**config.mk**
```make
export PLATFORM = sky130hd
export DESIGN_NAME = fetch_aligner
export DESIGN_NICKNAME = d
export VERILOG_FILES = /design/src/rtl/fetch_aligner.sv
export SDC_FILE = /design/constraint.sdc
export NUM_CORES = 1
export LEC_CHECK = 0
export ABC_AREA = 1
export CAP_MARGIN = 20
export CORE_ASPECT_RATIO = 1.25
export CORE_UTILIZATION = 30
export DETAILED_ROUTE_END_ITERATION = 10
export HOLD_SLACK_MARGIN = 0.06
export SLEW_MARGIN = 30
export SYNTH_ARGS = -nofsm -noshare
export SYNTH_HDL_FRONTEND = slang
export SYNTH_SLANG_ARGS = --single-unit
```
**constraint.sdc**
```tcl
create_clock -name clk_i -period 3 [get_ports clk_i]
set_clock_uncertainty 0.05 [all_clocks]
set_input_delay 0.6 -clock clk_i [delete_from_list [all_inputs] [get_ports clk_i]]
set_output_delay 0.6 -clock clk_i [all_outputs]
set_load 0.02 [all_outputs]
```
**src/rtl/fetch_aligner.sv**
```systemverilog
// RV32IC instruction-fetch aligner: turns 32-bit memory words into one aligned
// 16- or 32-bit instruction per handoff, with stall hold and redirect flush.
module fetch_aligner #(
  parameter logic [31:0] RESET_PC = 32'h0000_0000
) (
  input  logic        clk_i,
  input  logic        rst_n_i,
  input  logic        Stall_i,
  input  logic        Redirect_i,
  input  logic [31:0] RedirectPC_i,
  output logic        IMem_req_o,
  output logic [31:0] IMem_addr_o,
  input  logic        IMem_valid_i,
  input  logic [31:0] IMem_data_i,
  output logic        Valid_o,
  output logic [31:0] Inst_o,
  output logic [31:0] PC_o,
  output logic        Compressed_o
);

  localparam logic [1:0] S_IDLE = 2'd0;
  localparam logic [1:0] S_WAIT = 2'd1;
  localparam logic [1:0] S_DROP = 2'd2;

  logic [1:0]  state_q, state_d;
  logic [31:0] fpc_q, fpc_d;
  logic [15:0] hb_q, hb_d;
  logic        hb_valid_q, hb_valid_d;
  logic [31:0] rr_q, rr_d;
  logic        rr_valid_q, rr_valid_d;
  logic        valid_q, valid_d;
  logic [31:0] inst_q, inst_d;
  logic [31:0] pc_q, pc_d;
  logic        comp_q, comp_d;
  logic        req_q, req_d;
  logic [31:0] addr_q, addr_d;

  logic        resp_live, word_avail, slot_free, consumed, emit;
  logic [31:0] word, emit_inst, emit_pc, next_word;

  function automatic logic is_comp(input logic [15:0] h);
    return h[1:0] != 2'b11;
  endfunction

  // NOTE: every signal assigned here gets a default first, so no path can
  // leave a value unassigned and infer a latch.
  always_comb begin
    state_d    = state_q;
    fpc_d      = fpc_q;
    hb_d       = hb_q;
    hb_valid_d = hb_valid_q;
    rr_d       = rr_q;
    rr_valid_d = rr_valid_q;
    valid_d    = valid_q;
    inst_d     = inst_q;
    pc_d       = pc_q;
    comp_d     = comp_q;
    req_d      = 1'b0;
    addr_d     = addr_q;
    consumed   = 1'b0;
    emit       = 1'b0;
    emit_inst  = '0;
    emit_pc    = fpc_q;
    next_word  = fpc_q;

    resp_live  = (state_q == S_WAIT) && IMem_valid_i;
    word_avail = rr_valid_q || resp_live;
    word       = rr_valid_q ? rr_q : IMem_data_i;
    slot_free  = !valid_q || !Stall_i;

    if (Redirect_i) begin
      valid_d    = 1'b0;
      hb_valid_d = 1'b0;
      rr_valid_d = 1'b0;
      fpc_d      = RedirectPC_i & ~32'h1;
      // A request still in flight (WAIT or DROP) must have its response discarded.
      state_d    = ((state_q != S_IDLE) && !IMem_valid_i) ? S_DROP : S_IDLE;
    end else begin
      if (IMem_valid_i && (state_q != S_IDLE)) state_d = S_IDLE;
      if (slot_free) begin
        valid_d = 1'b0;
        if (hb_valid_q && is_comp(hb_q)) begin
          emit       = 1'b1;
          emit_inst  = {16'h0000, hb_q};
          fpc_d      = fpc_q + 32'd2;
          hb_valid_d = 1'b0;
        end else if (word_avail) begin
          consumed   = 1'b1;
          rr_valid_d = 1'b0;
          if (hb_valid_q) begin
            emit      = 1'b1;
            emit_inst = {word[15:0], hb_q};
            hb_d      = word[31:16];
            fpc_d     = fpc_q + 32'd4;
          end else if (!fpc_q[1]) begin
            emit = 1'b1;
            if (is_comp(word[15:0])) begin
              emit_inst  = {16'h0000, word[15:0]};
              hb_d       = word[31:16];
              hb_valid_d = 1'b1;
              fpc_d      = fpc_q + 32'd2;
            end else begin
              emit_inst = word;
              fpc_d     = fpc_q + 32'd4;
            end
          end else if (is_comp(word[31:16])) begin
            emit      = 1'b1;
            emit_inst = {16'h0000, word[31:16]};
            fpc_d     = fpc_q + 32'd2;
          end else begin
            // Upper half starts a straddling instruction; wait for the next word.
            hb_d       = word[31:16];
            hb_valid_d = 1'b1;
          end
        end
      end
      if (resp_live && !consumed) begin
        rr_d       = IMem_data_i;
        rr_valid_d = 1'b1;
      end
      if (emit) begin
        valid_d = 1'b1;
        inst_d  = emit_inst;
        pc_d    = emit_pc;
        comp_d  = emit_inst[1:0] != 2'b11;
      end
    end

    // Issue decision looks at the post-update state so a request leaves the
    // same edge the previous word is consumed.
    if ((state_d == S_IDLE) && !rr_valid_d && !(hb_valid_d && is_comp(hb_d))) begin
      req_d     = 1'b1;
      state_d   = S_WAIT;
      next_word = hb_valid_d ? fpc_d + 32'd2 : fpc_d;
      addr_d    = next_word & ~32'h3;
    end
  end

  // NOTE: sequential state uses non-blocking assignments only; the buffers
  // (hb, rr) are reset along with their valid bits so outputs are clean at once.
  always_ff @(posedge clk_i or negedge rst_n_i) begin
    if (!rst_n_i) begin
      state_q    <= S_IDLE;
      fpc_q      <= RESET_PC & ~32'h1;
      hb_q       <= '0;
      hb_valid_q <= 1'b0;
      rr_q       <= '0;
      rr_valid_q <= 1'b0;
      valid_q    <= 1'b0;
      inst_q     <= '0;
      pc_q       <= '0;
      comp_q     <= 1'b0;
      req_q      <= 1'b0;
      addr_q     <= '0;
    end else begin
      state_q    <= state_d;
      fpc_q      <= fpc_d;
      hb_q       <= hb_d;
      hb_valid_q <= hb_valid_d;
      rr_q       <= rr_d;
      rr_valid_q <= rr_valid_d;
      valid_q    <= valid_d;
      inst_q     <= inst_d;
      pc_q       <= pc_d;
      comp_q     <= comp_d;
      req_q      <= req_d;
      addr_q     <= addr_d;
    end
  end

  assign IMem_req_o   = req_q;
  assign IMem_addr_o  = addr_q;
  assign Valid_o      = valid_q;
  assign Inst_o       = inst_q;
  assign PC_o         = pc_q;
  assign Compressed_o = comp_q;

endmodule

```
==> summary.txt, run 1 <==
Finish
  – Core Util, Final: 42.41%
  – Post-layout instance area: roughly 0.016 mm2
  – Share of post-route cells with drive strength above 1: 20.14%
  – Area delta synth->final: 39.10%
  – Final-layout fill cell count: 3,820
  – Final net count: 2,026
  – Diode count: 0

Setup path
  – Crit Path Max Fanout: 6
  – Crit. End Element: register
  – Kind of critical path: in2reg
  – Worst setup path start: IMem_data_i[0]
  – Reg2reg start: emit_pc[2]
  – Worst setup SP type: input pin
  – Crit path DAT: 3.17 ns
  – WP data required: 3.30 ns

Synthesis
  – Register area share after synthesis: between 30% and 40%
  – Post-synth EDFFs: 0
  – FF+latch count, synth: 179
  – Post-synth top area share: roughly two fifths
  – Cell variety after synth: 46
  – Synth top area cells: dfrtp_1, nand2_1, o21ai_0
  – Synth area leader: dfrtp_1
  – Synth cell count leaders: nand2_1, dfrtp_1, inv_1, o21ai_0, nor2_1
  – Syn_area_per_cell: 6.953 um2
  – Post-Syn Area: 0.01136 mm2
  – FFs w/ async S/R, synth: between 90% and 100%
  – Gate Count Post-Synth: 1,634
  – Top-count cell post-synth: nand2_1
  – Synthesis Warnings: 0
  – Top_reg_cell synth: dfrtp_1

Routing
  – First DRT Iteration DRCs: 868
  – Drt wl/cell: 17.59 um
  – Final ANT Viol Nets: 0
  – Vias per cell: between 4 and 5
  – Vias: about 12,000
  – Final wirelength: between 40,000 and 50,000 um
  – Drt pass-1 iters: 5
  – DR DRC count: 0

Global routing
  – Largest net degree at the start of global routing: 59
  – Total GRT Usage: between 20 and 25%
  – First-pass GRT wire length: 66,410 um
  – Initial antenna violation count: 0
  – GRT overflow: 0
  – Vias in the first global route: roughly 12,000

STA
  – Fin. Hold Viols: 0
  – Final setup fails: 0
  – Fmax: 348.5 MHz
  – Final Slew Violations: 0
  – Measured slew at the worst slew-check pin: 0.5955 ns
  – Slew HR: 60.30%
  – Min Tclk post-route: 2.869 ns
  – Period utilization: between 90% and 100%
  – Setup tns final: 0 ns
  – Unrepaired setup endpoints after global routing: yes
  – Final WS setup: between 0.1 and 0.15 ns

Floorplan
  – Rows: roughly 80
  – Die footprint: around 0.039 mm2
  – Die Wd: 176.1 um
  – Starting density of the core: 30.49%
  – Die Span Y: 219.6 um
  – Top Ports: 168
  – Core Box Area: around 0.037 mm2

CTS
  – TritonCTS buffer count: 17
  – Worst-path clk slew: 0.07 ns
  – Root buffer cell: clkbuf_16
  – Clock buffer depth: 2
  – Clk sinks: 179
  – Clock insertion delay at the later pin of the skew report: 0.46 ns
  – CTS tree: done
  – H-tree Lvls: 4

Pwr
  – IR drop worst, VDD: 342.5 uV
  – Pwr Density: 841.3 mW/mm2
  – Overall power: 13.30 mW
  – Pleak: around 7.5 nW

Place
  – HPWL Detailed: 33,450 um
  – Placed standard-cell area: between 0.01 and 0.015 mm2
  – Post-Place Setup Slack: -0.5145 ns
  – Placer Congestion: 0.9532
  – Buffers added on ports: 163

Status
  – Status: complete, no violations

Job
  – MaxCap Viol Count: 0

Min path
  – Hold Path Class: in2async
==> worst max-delay path: stages <==
cell             delay (ns)
clkdlybuf4s50_1        0.49
nand2_2                0.07
nand2_4                0.07
buf_4                  0.14
nand3_4                0.10
nand2_4                0.14
buf_4                  0.12
nand3_1                0.10
nand2_1                0.09
inv_1                  0.04
nand3_1                0.07
nand2_1                0.08
nand2_1                0.08
nand2_1                0.11
nor2_1                 0.13
nand2_1                0.09
nor2_4                 0.22
nand4_1                0.16
nand2_1                0.10
nand2_1                0.06
nand2_1                0.06
nand2_1                0.04
==> per-layer routing <==
| metal | GRT usage (%) | wire [um] | vias to the layer above |
|---|---|---|---|
| li1 | - | - | 5884 |
| met1 | 26.53 | 17940 | 5606 |
| met2 | 41.27 | 21810 | 340 |
| met3 | 2.571 | 1621 | 74 |
| met4 | 10.41 | 1751 | 0 |
| met5 | 0 | 0 | - |
==> cell type report <==
type | instances | area, um2 | area share [%]
clock buffers | 22 | 484.2 | 3.064
clock inverters | 10 | 137.6 | 0.8709
inverters | 186 | 703.2 | 4.450
multi-input cells | 1198 | 6057 | 38.33
flip-flops and latches | 179 | 4484 | 28.38
well taps | 486 | 608.1 | 3.848
repair buffers | 371 | 3328 | 21.06
==> cell families after synthesis <==
| group | count (synthesis) | synth area share, % |
|---|---|---|
| adders and majority gates | 4 | 0.4405 |
| xor gates and xnor gates | 15 | 1.156 |
| buffers and inverters | 260 | 9.284 |
| other | 1 | 0.03301 |
| AOI/OAI and AO/OA | 285 | 14.52 |
| and+or+nand+nor | 885 | 34.66 |
| muxes | 5 | 0.4846 |
| DFF | 179 | 39.43 |
==> layout by cell type, fill, tap and decap left out, types with 8 or more instances in the layout <==
| cell type | count |
|---|---|
| nand3_2 | 12 |
| o21ai_0 | 147 |
| o221ai_1 | 14 |
| nor2_2 | 19 |
| nor2_1 | 132 |
| nand2_1 | 516 |
| nand3_1 | 90 |
| inv_2 | 23 |
| nor3_1 | 12 |
| a21oi_2 | 9 |
| o21ai_1 | 18 |
| a21oi_1 | 52 |
| nand4_1 | 20 |
| dfrtp_1 | 175 |
| buf_4 | 197 |
| nand2_4 | 16 |
| xor2_1 | 14 |
| nand2_2 | 26 |
| nor2_4 | 21 |
| clkdlybuf4s50_1 | 158 |
| clkbuf_16 | 17 |
| or2_2 | 8 |
| buf_12 | 9 |
| inv_1 | 160 |
| o2111ai_1 | 14 |
| o211ai_1 | 21 |
==> registers in the layout, indices dropped and copies added (netlist names) <==
name          count
hb_q             16
Inst_o           32
IMem_req_o        1
state_q           2
PC_o             31
Valid_o           1
Compressed_o      1
hb_valid_q        1
IMem_addr_o      30
rr_q             32
emit_pc          31
rr_valid_q        1
==> final timing paths <==
kind,end,slack [ns],depth (start not counted)
max in group asynchronous,IMem_addr_o[31],2.02,2
setup reg to reg,IMem_addr_o[27],0.19,20
hold / removal,rr_q[14],0.05,1
hold reg to reg,Inst_o[30],0.44,2
setup / recovery,IMem_addr_o[27],0.13,22
min in group clk_i,rr_q[17],0.40,2
==> through the flow <==
step                      hold WS (ns)  cells
after floorplan                 0.2544   1636
after global placement          0.4170   2410
after detailed placement        0.4141   2410
after CTS                      0.07509   2442
after global routing           0.08778   2452
final                          0.05225   2452
==> power by group <==
part,internal [mW],switching [mW]
Combinational,2.84,3.93
Sequential,3.38,0.749
Clock,1.34,1.05
==> what timing repair did <==
| action | CTS | global route |
|---|---|---|
| gates resized for setup | 2 | 70 |
| pin swaps | 0 | 25 |
| cloned | 0 | 1 |
| hold buffers | 0 | 0 |
| buffers inserted | 0 | 9 |
| endpoints found under the setup margin | 14 | 31 |
Power figures use the tool's default switching activity.
==> run 2: changes to the inputs <==
- SLEW_MARGIN: 30 -> default
==> results of run 2 <==
No change in the layout: final DEF, timing and power equal those of run 1.
